<file path="src/rtl/sram_fifo_pkg.sv">
// Shared widths and pointer helpers for the SRAM-backed valid/ready FIFO.
package sram_fifo_pkg;

  function automatic int ptr_w(input int depth);
    return (depth < 2) ? 1 : $clog2(depth);
  endfunction

  function automatic int cnt_w(input int depth);
    return $clog2(depth + 2);
  endfunction

  // Wraps at depth-1 so non-power-of-two depths use every RAM word.
  function automatic int unsigned ptr_inc(input int unsigned ptr, input int unsigned depth);
    return (ptr == depth - 1) ? 0 : ptr + 1;
  endfunction

endpackage

</file>
<file path="src/rtl/sramRW.sv">
// Generic two-port synchronous RAM: one write port, one read port with
// a resettable registered output (or a combinational read when FALL_THROUGH=1).
module sramRW #(
  parameter int SIZE         = 16,
  parameter int DATA_WIDTH   = 4,
  parameter int FALL_THROUGH = 0,
  localparam int ADDR_W      = (SIZE < 2) ? 1 : $clog2(SIZE)
) (
  input  logic                  clk,
  input  logic                  rst,
  input  logic                  en,
  input  logic                  r,
  input  logic [ADDR_W-1:0]     rAddr,
  output logic [DATA_WIDTH-1:0] rData,
  input  logic                  w,
  input  logic [ADDR_W-1:0]     wAddr,
  input  logic [DATA_WIDTH-1:0] wData
);

  logic [DATA_WIDTH-1:0] r_mem [SIZE];

  // Storage array carries no reset so it can map onto block RAM.
  always_ff @(posedge clk) begin
    if (en && w) begin
      r_mem[wAddr] <= wData;
    end
  end

  generate
    if (FALL_THROUGH != 0) begin : g_comb_read
      assign rData = r_mem[rAddr];
    end else begin : g_reg_read
      logic [DATA_WIDTH-1:0] r_data;
      always_ff @(posedge clk or posedge rst) begin
        if (rst) begin
          r_data <= '0;
        end else if (en && r) begin
          r_data <= r_mem[rAddr];
        end
      end
      assign rData = r_data;
    end
  endgenerate

endmodule

</file>
<file path="src/rtl/sram_fifo.sv">
// Valid/ready FIFO control around sramRW; the RAM read register is the
// FIFO output slot, giving DEPTH+1 words of capacity.
module sram_fifo
  import sram_fifo_pkg::*;
#(
  parameter int DEPTH      = 16,
  parameter int DATA_WIDTH = 4,
  localparam int CNT_W     = cnt_w(DEPTH)
) (
  input  logic                  clk,
  input  logic                  rst,
  input  logic                  clr,
  input  logic [DATA_WIDTH-1:0] in_data,
  input  logic                  in_valid,
  output logic                  in_ready,
  output logic [DATA_WIDTH-1:0] out_data,
  output logic                  out_valid,
  input  logic                  out_ready,
  output logic [CNT_W-1:0]      count
);

  localparam int PTR_W = ptr_w(DEPTH);

  logic [PTR_W-1:0] r_wptr;
  logic [PTR_W-1:0] r_rptr;
  logic [CNT_W-1:0] r_ram_cnt;
  logic             r_out_valid;

  logic             w_push;
  logic             w_rd;
  logic [PTR_W-1:0] w_wptr_inc;
  logic [PTR_W-1:0] w_rptr_inc;

  assign in_ready   = (r_ram_cnt != CNT_W'(DEPTH)) && !clr;
  assign w_push     = in_valid && in_ready;
  // Refill the output slot whenever it is empty or being drained this cycle.
  assign w_rd       = (r_ram_cnt != '0) && (!r_out_valid || out_ready) && !clr;
  assign w_wptr_inc = PTR_W'(ptr_inc(32'(r_wptr), DEPTH));
  assign w_rptr_inc = PTR_W'(ptr_inc(32'(r_rptr), DEPTH));

  assign out_valid  = r_out_valid;
  assign count      = r_ram_cnt + CNT_W'(r_out_valid);

  always_ff @(posedge clk or posedge rst) begin
    if (rst) begin
      r_wptr      <= '0;
      r_rptr      <= '0;
      r_ram_cnt   <= '0;
      r_out_valid <= 1'b0;
    end else if (clr) begin
      r_wptr      <= '0;
      r_rptr      <= '0;
      r_ram_cnt   <= '0;
      r_out_valid <= 1'b0;
    end else begin
      if (w_push) begin
        r_wptr <= w_wptr_inc;
      end
      if (w_rd) begin
        r_rptr <= w_rptr_inc;
      end
      case ({w_push, w_rd})
        2'b10:   r_ram_cnt <= r_ram_cnt + 1'b1;
        2'b01:   r_ram_cnt <= r_ram_cnt - 1'b1;
        default: r_ram_cnt <= r_ram_cnt;
      endcase
      if (w_rd) begin
        r_out_valid <= 1'b1;
      end else if (r_out_valid && out_ready) begin
        r_out_valid <= 1'b0;
      end
    end
  end

  sramRW #(
    .SIZE         (DEPTH),
    .DATA_WIDTH   (DATA_WIDTH),
    .FALL_THROUGH (0)
  ) u_ram (
    .clk   (clk),
    .rst   (rst),
    .en    (1'b1),
    .r     (w_rd),
    .rAddr (r_rptr),
    .rData (out_data),
    .w     (w_push),
    .wAddr (r_wptr),
    .wData (in_data)
  );

endmodule

</file>
<file path="config.mk">
export PLATFORM = sky130hd
export DESIGN_NAME = sram_fifo
export DESIGN_NICKNAME = d
export VERILOG_FILES = /design/src/rtl/sram_fifo_pkg.sv /design/src/rtl/sramRW.sv /design/src/rtl/sram_fifo.sv
export SDC_FILE = /design/constraint.sdc
export NUM_CORES = 1
export LEC_CHECK = 0
export CAP_MARGIN = 10
export CORE_ASPECT_RATIO = 0.8
export CORE_MARGIN = 3
export CORE_UTILIZATION = 24
export CTS_BUF_LIST = sky130_fd_sc_hd__clkbuf_2
export DETAILED_ROUTE_END_ITERATION = 6
export SLEW_MARGIN = 10
export SYNTH_ARGS = -nofsm -noshare
export SYNTH_HDL_FRONTEND = slang
export SYNTH_HIERARCHICAL = 1
export SYNTH_SLANG_ARGS = --single-unit
</file>
<file path="constraint.sdc">
create_clock -name clk -period 3.5 [get_ports clk]
set_input_delay 0.7 -clock clk [delete_from_list [all_inputs] [get_ports clk]]
set_output_delay 0.7 -clock clk [all_outputs]
set_load 0.02 [all_outputs]
</file>
==> impl_metrics.ini, run 1 <==
[outcome]
run_status = completed

[global_routing]
grt_use_total_pct = 9.24
grt_pass1_vias = 2150
grt-ovfl-total = 0
grt_pass1_wl_mm = 11.8
antenna_found_initial = 0
grt_max_degree = 19

[timing]
setup_viol = 0
min_period_over_period_pct = 87.6
drv_slew = 0
skew_ns = 0.0289
worstMarginPinSlew_ns = 0.870
rsz0062_at_grt = false
setup_ws_ns = 0.433
fmax_mhz = 326
finalCriticalPeriod_ns = 3.07
relSlewSlack_pct = 42.0
hold_violations = 0
fin_setup_tns_ns = 0

[worst_setup_path]
rr_worst_depth = 11
required_ns = 2.80
crit_chain = nor4_2 > a21oi_1 > clkdlybuf4s50_1
start_kind = flip-flop
reg2reg_from = r_ram_cnt[1]$_DFFE_PP0P_
reg2reg_slack_ns = 0.48
crit_end = in_ready
critPathMaxFanout = 7
crit_arrival_ns = 2.37
r2r_end = r_ram_cnt[4]$_DFFE_PP0P_
critPathSlowestCell = nor4_2
endpoint_kind = output pin
setup.worst_path.start = r_ram_cnt[1]$_DFFE_PP0P_
worstSetupPathType = reg -> out
cpPeakStageDelay_ns = 0.63

[layout]
final_cell_area_mm2 = 0.00429
antenna_cells = 0
layout_common_cells = edfxtp_1, nor2_1, nand2_1, clkdlybuf4s50_1, dfrtp_1
syn2layout_area_growth_pct = 16.1
layout_commonest_cell = edfxtp_1
nNetsFinal = 296
drive_gt1_share_pct = 10.6

[clock_network]
postCtsHoldBufs = 0
clk_latency_ns = 0.54
cts_tree = built
cts_sinks = 82
cts_resized = 0
cts_htree_levels = 3
postCtsSetupBuffers = 0
clkTransAtPathRegs_ns = 0.23
cts_buffers = 9
cts_root_buffer = clkbuf_2
cts.path.max_buffers = 2

[floorplanning]
die_y_um = 117
fp.dieArea_mm2 = 0.0169
start_util_pct = 25.2
ios = 20
row_count = 39
die_x_um = 145
core_area_mm2 = 0.0147

[synth]
synthCells = 248
syn_area_mm2 = 0.00370
synth_top_area_share_pct = 52.0
synthTopCellsByArea = edfxtp_1, dfrtp_1, mux4_1
ys_ff_latch = 82
postSynthAreaPerCell_um2 = 14.9
synth_cell_type_count = 45
synth-seq-area-share_pct = 64.2
yosys_warnings = 6
synth_top_cell_by_area = edfxtp_1

[min_path]
hp-class = in -> async

[placed_design]
place_ws_ns = 0.292
finalWeightedCongestion = 0.766
place_area_mm2 = 0.00414
dp_hpwl_mm = 5.03
port_buffers = 19

[routing]
finalWirelength_mm = 7.15
drt-vias-per-instance = 4.30
first_pass_iters = 5
post_drt_wl_per_cell_um = 14.6
route.vias.total = 2103
ant_nets = 0
drtIter0Drc = 154
drc_errors = 0

[power]
vdd_ir_drop_max_mv = 0.187
power_density_mw_per_mm2 = 633
p_leak_nw = 1.47

[flow_run]
maxCapViolCount = 0
-- cells in the mapped netlist, drive strengths merged --
library cell,instances
conb,1
nand4b,1
clkbuf,2
a311oi,1
nand3b,1
or3,2
nand4,1
dfrtp,18
a21oi,15
o311ai,4
nor3,5
xor2,5
nand2,19
inv,6
nor2b,2
mux2,3
mux2i,13
and2,3
a221oi,5
fa,1
edfxtp,64
or4,1
o21a,1
a21o,1
o21ai,9
nor4,2
a32oi,1
xnor2,2
a21boi,1
nand3,3
nand2b,4
mux4,12
buf,4
nor2,24
and3,1
a31oi,2
ha,7
or2,1
-- worst max-delay path: cells and delay by family, from the launching register on --
kind / cells / cell delay (ns)
AND/OR/NAND/NOR: 1 / 0.63
buffers and inverters: 1 / 0.56
flip-flops: 1 / 0.51
AO/OA/AOI/OAI: 1 / 0.14
-- cell families after synthesis --
kind of cell,count (synthesis),share of synthesized area [%]
fa+ha+maj,8,2.91
simple gates,70,9.14
other cells,1,0.101
buf+inv,12,1.69
xor+xnor,7,1.66
mux,28,13.1
compound gates,40,7.28
flops,82,64.2
-- state kept, by name, summed over array words and instances (netlist names) --
name	count
r_wptr	4
u_ram/rData	4
out_valid	1
r_ram_cnt	5
r_rptr	4
u_ram/r_mem	64
-- cell type report --
class | count | area (um2)
Fill cell | 1478 | 10400
Sequential cell | 82 | 2370
Multi-Input combinational cell | 158 | 1280
Tap cell | 205 | 256
Timing Repair Buffer | 22 | 213
Clock inverter | 7 | 106
Clock buffer | 9 | 45.0
Inverter | 6 | 22.5
-- routing by layer --
layer	GRT usage [%]	part of all wire, %	up-vias
met5	0	0	-
met4	2.55	0.94	0
met3	3.01	4.0	8
met2	14.4	48	34
met1	12.4	47	1047
li1	-	-	1014
-- how the worst min path moves through the flow --
stage / slack [ns] / cells after the start / end
after floorplan: 0.47 / 1 / u_ram/rData[0]$_DFFE_PP0P_
after global placement: 0.53 / 2 / u_ram/rData[3]$_DFFE_PP0P_
after detailed placement: 0.54 / 2 / u_ram/rData[1]$_DFFE_PP0P_
after CTS: 0.40 / 2 / u_ram/rData[2]$_DFFE_PP0P_
after global routing: 0.39 / 2 / u_ram/rData[2]$_DFFE_PP0P_
final: 0.44 / 2 / u_ram/rData[2]$_DFFE_PP0P_
-- where the power goes --
group	leakage (nW)	switching, mW	internal, mW
Sequential	0.812	0.158	1.12
Clock	0.0894	0.349	0.251
Combinational	0.572	0.417	0.426
-- stage by stage --
step / cells / total power [mW] / hold WS (ns) / util, %
global placement: 473 / 2.13 / 0.526 / 28.2
floorplan: 252 / 1.86 / 0.466 / -
detailed placement: 473 / 2.14 / 0.535 / 28.2
finish: 489 / 2.72 / 0.439 / 29.2
CTS: 489 / 2.75 / 0.397 / 29.2
global route: 489 / 2.88 / 0.392 / 29.2
Note: power is estimated with default switching activity, not from simulation.
==> run 2: changes to the inputs <==
--- a/config.mk
+++ b/config.mk
@@ -8,9 +8,10 @@
 export CAP_MARGIN = 10
 export CORE_ASPECT_RATIO = 0.8
 export CORE_MARGIN = 3
-export CORE_UTILIZATION = 24
+export CORE_UTILIZATION = 60
 export CTS_BUF_LIST = sky130_fd_sc_hd__clkbuf_2
 export DETAILED_ROUTE_END_ITERATION = 6
+export PLACE_DENSITY = 0.8
 export SLEW_MARGIN = 10
 export SYNTH_ARGS = -nofsm -noshare
 export SYNTH_HDL_FRONTEND = slang
==> run 2 against run 1 <==
  * Count of clock-buffer cells in the layout up 3
  * Cell count down 26%
  * First-iteration DRC count fell by 5.8%
  * Worst setup slack got worse by 0.024 ns
  * Sequential power about the same
  * Core utilization increased by 43 points
  * Final area decreased by 4.1%
  * Global-route usage is 13 points higher
  * Combinational power grew 5.5%
  * Critical path depth up 8
  * Critical path type is now reg -> reg
==> impl_metrics.ini, run 2 (synthesis results as in run 1) <==
[outcome]
run_status = completed

[worst_setup_path]
rr_worst_depth = 11
start_kind = flip-flop
cpPeakStageDelay_ns = 0.63
crit_chain = or4_4 > o21ai_1 > nor2_1 > nand2_1 > inv_1 > ha_1 > nand2b_1 > a21oi_1 > mux2i_1 > a32oi_1 > a21oi_1
r2r_end = r_ram_cnt[4]$_DFFE_PP0P_
worstSetupPathType = reg -> reg
crit_top_cell = a21oi_1
crit_arrival_ns = 3.54
critPathMaxFanout = 7
endpoint_kind = flip-flop
reg2reg_slack_ns = 0.41
reg2reg_from = r_ram_cnt[1]$_DFFE_PP0P_
critPathSlowestCell = or4_4
required_ns = 3.95

[timing]
skew_ns = 0.0226
drv_slew = 0
setup_viol = 0
fin_setup_tns_ns = 0
rsz0062_at_grt = false
hold_violations = 0
relSlewSlack_pct = 49.3
finalCriticalPeriod_ns = 3.09
worstMarginPinSlew_ns = 0.761
fmax_mhz = 323
min_period_over_period_pct = 88.3

[global_routing]
grt_use_total_pct = 22.2
antenna_found_initial = 0
grt_max_degree = 19
grt-ovfl-total = 0
grt_pass1_vias = 2232
grt_pass1_wl_mm = 11.7

[layout]
largestRegisters = u_ram/r_mem x64, r_ram_cnt x5
drive_gt1_share_pct = 10.5
layout_common_cells = edfxtp_1, nor2_1, nand2_1, clkdlybuf4s50_1, dfrtp_1
largest_register_ffs = 64
final_util_pct = 72.2
nNetsFinal = 297
regMostFlops = u_ram/r_mem
antenna_cells = 0
syn2layout_area_growth_pct = 11.4
final_cell_area_mm2 = 0.00412
layout_commonest_cell = edfxtp_1

[clock_network]
cts_resized = 0
clkTransAtPathRegs_ns = 0.20
postCtsSetupBuffers = 0
cts_tree = built
cts_sinks = 82
postCtsHoldBufs = 0
cts_buffers = 9
clk_latency_ns = 0.51
cts.path.max_buffers = 2
cts_htree_levels = 3
cts_root_buffer = clkbuf_2

[floorplanning]
start_util_pct = 64.8
row_count = 24
fp.dieArea_mm2 = 0.00715
die_x_um = 93.8
die_y_um = 76.2
ios = 20
core_area_mm2 = 0.00571

[placed_design]
port_buffers = 19
finalWeightedCongestion = 0.883
dp_hpwl_mm = 5.19
place_area_mm2 = 0.00399

[flow_run]
maxCapViolCount = 0

[power]
p_leak_nw = 1.47
vdd_ir_drop_max_mv = 0.349
power_density_mw_per_mm2 = 654

[routing]
route.vias.total = 2262
drc_errors = 0
post_drt_wl_per_cell_um = 20.3
finalWirelength_mm = 7.36
ant_nets = 0
first_pass_iters = 5
drtIter0Drc = 145
drt-vias-per-instance = 6.23

[min_path]
hp-class = in -> async
-- run 2: cell count changes in the layout (fill, tap and decap cells not counted), sizes merged --
cell and change:
inv -4, clkinv +1, buf +1, clkbuf +3
-- run 2: where the power goes --
part           leakage [nW]  switching (mW)  total (mW)  internal [mW]
clock network        0.0836           0.290       0.533          0.242
registers             0.812           0.154        1.27           1.12
logic                 0.577           0.449       0.889          0.440
-- run 2: metrics by stage --
step                hold WS, ns  total power [mW]  setup slack, ns  std cells
finish                    0.409              2.69            0.408        363
detailed placement        0.519              2.16            0.310        347
floorplan                 0.466              1.86            0.911        252
global placement          0.512              2.14            0.507        347
CTS                       0.387              2.70            0.401        363
global route              0.380              2.83            0.235        363
-- run 2: worst max-delay path by stage --
| stage | from | endpoint | slack [ns] | depth (start not counted) |
|---|---|---|---|---|
| after floorplan | r_ram_cnt[1]$_DFFE_PP0P_ | r_ram_cnt[4]$_DFFE_PP0P_ | 0.91 | 11 |
| after global routing | r_ram_cnt[0]$_DFFE_PP0P_ | count[4] | 0.24 | 5 |
| after CTS | r_ram_cnt[0]$_DFFE_PP0P_ | count[4] | 0.40 | 5 |
| final | r_ram_cnt[1]$_DFFE_PP0P_ | r_ram_cnt[4]$_DFFE_PP0P_ | 0.41 | 11 |
| after global placement | out_ready | r_ram_cnt[4]$_DFFE_PP0P_ | 0.51 | 11 |
| after detailed placement | out_ready | r_ram_cnt[4]$_DFFE_PP0P_ | 0.31 | 11 |
-- run 2: area by class of cell --
class | count | area (um2)
fillers | 376 | 1590
clock buffers | 12 | 60.1
flip-flops and latches | 82 | 2370
well taps | 78 | 97.6
multi-input cells | 158 | 1280
inverters | 6 | 22.5
repair buffers | 23 | 220
clock inverters | 4 | 68.8
-- run 2: metal layers --
layer | share of wire, % | GRT usage (%) | vias to the layer above
met5 | 0 | 0 | -
met4 | 0.98 | 5.19 | 0
met3 | 8.0 | 6.22 | 9
met2 | 48 | 32.9 | 107
met1 | 43 | 33.2 | 1123
li1 | - | - | 1023
-- run 2: critical path, delay by kind of cell (launching register included) --
| family | cells | cell delay, ns |
|---|---|---|
| adder cells (fa/ha/maj) | 1 | 0.35 |
| AO/OA/AOI/OAI | 4 | 0.86 |
| flip-flops | 1 | 0.52 |
| AND/OR/NAND/NOR | 4 | 0.98 |
| buffers and inverters | 1 | 0.09 |
| multiplexers | 1 | 0.25 |
==> run 3: changes to the inputs <==
--- a/config.mk
+++ b/config.mk
@@ -11,6 +11,7 @@
 export CORE_UTILIZATION = 60
 export CTS_BUF_LIST = sky130_fd_sc_hd__clkbuf_2
 export DETAILED_ROUTE_END_ITERATION = 6
+export HOLD_SLACK_MARGIN = 0.15
 export PLACE_DENSITY = 0.8
 export SLEW_MARGIN = 10
 export SYNTH_ARGS = -nofsm -noshare
==> results of run 3 <==
No change in the layout: final DEF, timing and power equal those of run 2.
